$ cat src/rtl/jtag_request_arbiter.sv
// jtag_request_arbiter: round-robin sharing of one JTAG master among NUM_REQ requesters
module jtag_request_arbiter #(
  parameter int NUM_REQ   = 4,
  parameter int IDX_W     = 3,
  parameter int TMO_W     = 24,
  parameter int BUSY_WAIT = 64,
  parameter int RUN_TMO   = 16000000
) (
  input  logic               clk,
  input  logic               rst,
  input  logic               enable,
  input  logic [NUM_REQ-1:0] req,
  output logic [NUM_REQ-1:0] start,
  input  logic               jtag_busy,
  input  logic               tdi_tdo_equal,
  output logic [NUM_REQ-1:0] done,
  output logic [NUM_REQ-1:0] pass,
  output logic [IDX_W-1:0]   grant_idx,
  output logic               arb_busy,
  output logic               timeout_err
);
  typedef enum logic [2:0] {IDLE, GRANT, WAIT_BUSY, RUN, DONE, DONE_HOLD} state_t;
  state_t             r_state, w_next;
  logic [NUM_REQ-1:0] r_pending, r_pass, w_onehot, w_pick_onehot;
  logic [IDX_W-1:0]   r_grant_idx, w_pick;
  logic [TMO_W-1:0]   r_cnt;
  logic               r_timeout, w_found, w_go, w_fin, w_res, w_tmo, w_cnt_clr;
  // search grant_idx+1, +2, ... so the most recently served requester ranks last
  always_comb begin
    w_pick  = r_grant_idx;
    w_found = 1'b0;
    for (int k = NUM_REQ; k >= 1; k--)
      if (|(r_pending & (NUM_REQ'(1) << ((int'(r_grant_idx) + k) % NUM_REQ)))) begin
        w_pick  = IDX_W'((int'(r_grant_idx) + k) % NUM_REQ);
        w_found = 1'b1;
      end
  end
  assign w_onehot      = NUM_REQ'(1) << r_grant_idx;
  assign w_pick_onehot = NUM_REQ'(1) << w_pick;
  always_comb begin
    w_next    = r_state;
    w_go      = 1'b0;
    w_res     = 1'b0;
    w_tmo     = 1'b0;
    w_cnt_clr = 1'b0;
    case (r_state)
      IDLE: if (enable && w_found && !jtag_busy) begin
        w_go   = 1'b1;
        w_next = GRANT;
      end
      GRANT: begin
        w_next    = WAIT_BUSY;
        w_cnt_clr = 1'b1;
      end
      WAIT_BUSY: if (jtag_busy) begin
        w_next    = RUN;
        w_cnt_clr = 1'b1;
      end else if (r_cnt == TMO_W'(BUSY_WAIT - 1)) begin
        w_next = DONE;
        w_tmo  = 1'b1;
      end
      RUN: if (!jtag_busy) begin
        w_next = DONE;
        w_res  = tdi_tdo_equal;
      end else if (r_cnt == TMO_W'(RUN_TMO - 1)) begin
        w_next = DONE;
        w_tmo  = 1'b1;
      end
      DONE:      w_next = jtag_busy ? DONE_HOLD : IDLE;
      DONE_HOLD: w_next = jtag_busy ? DONE_HOLD : IDLE;
      default:   w_next = IDLE;
    endcase
    w_fin = (w_next == DONE);
  end
  always_ff @(posedge clk or posedge rst)
    if (rst) begin
      r_state     <= IDLE;
      r_pending   <= '0;
      r_pass      <= '0;
      r_grant_idx <= IDX_W'(NUM_REQ - 1);
      r_cnt       <= '0;
      r_timeout   <= 1'b0;
    end else begin
      r_state     <= w_next;
      r_pending   <= (r_pending & ~(w_go ? w_pick_onehot : '0)) | req;
      r_grant_idx <= w_go ? w_pick : r_grant_idx;
      r_cnt       <= w_cnt_clr ? '0 : (&r_cnt ? r_cnt : r_cnt + 1'b1);
      r_timeout   <= r_timeout | w_tmo;
      r_pass      <= w_fin ? ((r_pass & ~w_onehot) | (w_res ? w_onehot : '0)) : r_pass;
    end
  assign start       = (r_state == GRANT) ? w_onehot : '0;
  assign done        = (r_state == DONE) ? w_onehot : '0;
  assign pass        = r_pass;
  assign grant_idx   = r_grant_idx;
  assign arb_busy    = (r_state != IDLE);
  assign timeout_err = r_timeout;
endmodule

$ cat config.mk
export PLATFORM = sky130hd
export DESIGN_NAME = jtag_request_arbiter
export DESIGN_NICKNAME = d
export VERILOG_FILES = /design/src/rtl/jtag_request_arbiter.sv
export SDC_FILE = /design/constraint.sdc
export NUM_CORES = 1
export LEC_CHECK = 0
export BUFFER_PORTS_ARGS = -buffer_cell sky130_fd_sc_hd__buf_2
export CAP_MARGIN = 20
export CORE_MARGIN = 4
export CORE_UTILIZATION = 63
export DETAILED_ROUTE_END_ITERATION = 12
export HOLD_SLACK_MARGIN = 0.02
export PLACE_DENSITY = 0.95
export SLEW_MARGIN = 5
export SYNTH_ARGS = -nofsm -noshare
export SYNTH_HDL_FRONTEND = slang
export SYNTH_SLANG_ARGS = --single-unit
$ cat constraint.sdc
create_clock -name clk -period 4.1 [get_ports clk]
set_input_delay 0.615 -clock clk [delete_from_list [all_inputs] [get_ports clk]]
set_output_delay 0.615 -clock clk [all_outputs]
set_load 0.1 [all_outputs]
==> results.md <==
* Syn Area/Cell at 9.40 um^2
* Routed Antenna Nets at 0
* Num rows at 21
* Final #Nets at 289
* Fin. max-slew vios at 0
* TritonCTS clock tree: done
* CP startpoint: grant_idx[0]
* Crit path arrival time at 1.90 ns
* CP startpoint kind: flop
* Vias in the first global route at 1,894
* Post-DR wirelength/cell at 15.9 um
* CP Data Required Time at 3.48 ns
* Layout Utilization at 75.9%
* # diodes at 0
* Routability congestion estimate from global placement at 0.858
* #FFs+latches synth at 39
* Most frequent cells after synthesis: 37 x dfrtp_1, 35 x nor2_1, 20 x nand2_1, 13 x nand3_1, 11 x xor2_1
* Vias at 1,983
* Layout area overhead at 12.0%
* H-Tree Level Count at 2
* Fin. Hold Viols at 0
* Pre-antenna DRT Iters at 4
* Count leader, synth: dfrtp_1
* DPL Wire Length at 3640 um
* Max_cap viols at 0
* Clock share of power at 18.6%
* Initial drt markers at 153
* Initial core utilization at 67.8%
* Slowest stage cell, crit path: dfstp_2
* Die width at 68.8 um
* Post-CTS Hold Fix Bufs at 0
* P_int at 0.000889 W
* Fin crit period at 2.52 ns
* Worst path top cell family by delay: flip-flops
* Final Instance Count excl. Fillers at 322
* Post-Route Setup TNS at 0 ns
* Cells after synthesis at 248
* Routed WL at 5130 um
* Die H at 68.8 um
* Global route total overflow at 0
* Psw at 0.000841 W
* Final period utilization at 61.4%
* Pwr/cell area at 662 mW/mm^2
* Peak supply drop at 0.364 mV
* Yosys top cell area share at 39.7%
* CTS Buf Count at 5
* Max clock buf depth at 2
* Seq pwr share at 30.7%
* First-pass GRT wire length at 8710 um
* # port buffers at 25
* Hold slack at 0.423 ns
* Worst-path cell chain: ha_1 -> nand2_1 -> nor2_1 -> buf_2
* Clock slew at reported path FFs at 0.08 ns
* RSZ-0062 raised after global routing: false
* Peak Freq at 397 MHz
* Hold Crit Class: in -> async
* Critical Path Sink Type: output pin
* Actual slew at the worst max-slew pin at 0.492 ns
* RR Startpoint: grant_idx[1]
* Postcts setup bufs at 0
* Comb pwr share at 50.7%
* CP bufs+invs at 1
* DRC Markers at 0
* Status: finished, final reports clean
* Largest net degree at the start of global routing at 40
* I/O pin cnt at 26
* Switching portion of total power at 48.6%
* Yosys Warn Count at 0
* Worst slew margin at 67.2%
* Critical Path Fanout Max at 7
* # resized after CTS at 0
* Worst Skew at 0.0128 ns
* Leakage at 1.16 nW
* Syn nets at 262
* R2R Setup Slk at 1.60 ns
* TritonCTS Sinks at 39
* Max stage delay on crit path at 0.60 ns
* Area leader, netlist: dfrtp_1
* Synth unique cells at 57
* Post-synth ARST share at 100%
* Post-synth EDFFs at 0
* Sequential area share after synthesis at 42.0%
* Die area at 0.00474 mm^2
* Dominant cells by area after synthesis: dfrtp_1 40%, nor2_1 5.6%, xor2_1 4.1%, nand2_1 3.2%, nand3_1 2.8%
* Mapped Area at 0.00233 mm^2
* Layout cells sized above 1 at 21.0%
* Worst skew pair latency at 0.29 ns
* Post-placement cell count at 314
* Gr usage total at 24.5%
* Ys flop type: dfrtp_1
* Root Driver: clkbuf_8
* Initial antenna violation count at 0
* Setup Viol. Count Final at 0
* CP Class: reg -> out
* Mean number of vias per cell at 6.16
* Core box area at 0.00344 mm^2
## power by group through the flow
stage / registers, W / clock network [W] / logic [W]
2_1_floorplan: 0.000620 / 0 / 0.000613
3_3_place_gp: 0.000528 / 0 / 0.000835
3_5_place_dp: 0.000534 / 0 / 0.000859
4_1_cts: 0.000528 / 0.000328 / 0.000870
5_1_grt: 0.000542 / 0.000340 / 0.000946
6_report: 0.000531 / 0.000322 / 0.000877
## path summary, 6_finish.rpt
kind                                end  cells past startpoint
setup / recovery                done[1]                      4
hold / removal                r_cnt[14]                      3
setup reg to reg           r_pending[3]                      8
hold reg to reg             timeout_err                      2
max in group asynchronous  grant_idx[0]                      3
min in group clk            timeout_err                      2
## kinds of logic (layout without fill, tap and decap cells)
| family | count (synthesis) | in the layout | synth area share (%) |
|---|---|---|---|
| xor+xnor | 16 | 16 | 6.01 |
| compound gates | 47 | 47 | 14.8 |
| buf+inv | 14 | 42 | 2.41 |
| fa+ha+maj | 5 | 5 | 2.68 |
| simple gates | 120 | 120 | 28.3 |
| mux | 7 | 7 | 3.92 |
| flops | 39 | 39 | 42.0 |
## per-layer routing
metal	vias to the layer above	GRT usage, %	routed length (um)
met4	0	9.73	91
met5	-	0	0
li1	951	-	-
met3	10	4.54	290
met1	953	31.6	2240
met2	69	40.7	2510
## cell usage in the layout (no fill, tap or decap), drive strengths merged, types with 7 or more instances in the layout
cell    n
a21oi  11
buf    27
dfrtp  37
inv     7
nand2  22
nand3  17
nand4   9
nor2   36
nor4    7
o21ai  10
xor2   11
## per-stage QoR
step | cell area, um^2 | setup slack, ns | power, W
floorplan | 2330 | 0.894 | 0.00123
global placement | 2500 | 1.68 | 0.00136
detailed placement | 2500 | 1.67 | 0.00139
CTS | 2610 | 1.59 | 0.00173
global route | 2610 | 1.47 | 0.00183
finish | 2610 | 1.58 | 0.00173
## cell type report
class,instances,area (um^2)
clock buffers,5,68.8
inverters,7,26.3
repair buffers,27,140
multi-input cells,195,1300
fillers,228,830
flip-flops and latches,39,978
clock inverters,3,43.8
well taps,46,57.6
## worst register-to-register path: stages, from the launching register on
cell	delay, ns
dfstp_2	0.60
inv_1	0.09
ha_1	0.28
a22o_1	0.29
nor2_2	0.26
mux2i_1	0.24
o32a_1	0.25
o21ai_1	0.10
o31a_1	0.28
Note: power is estimated with default switching activity, not from simulation.
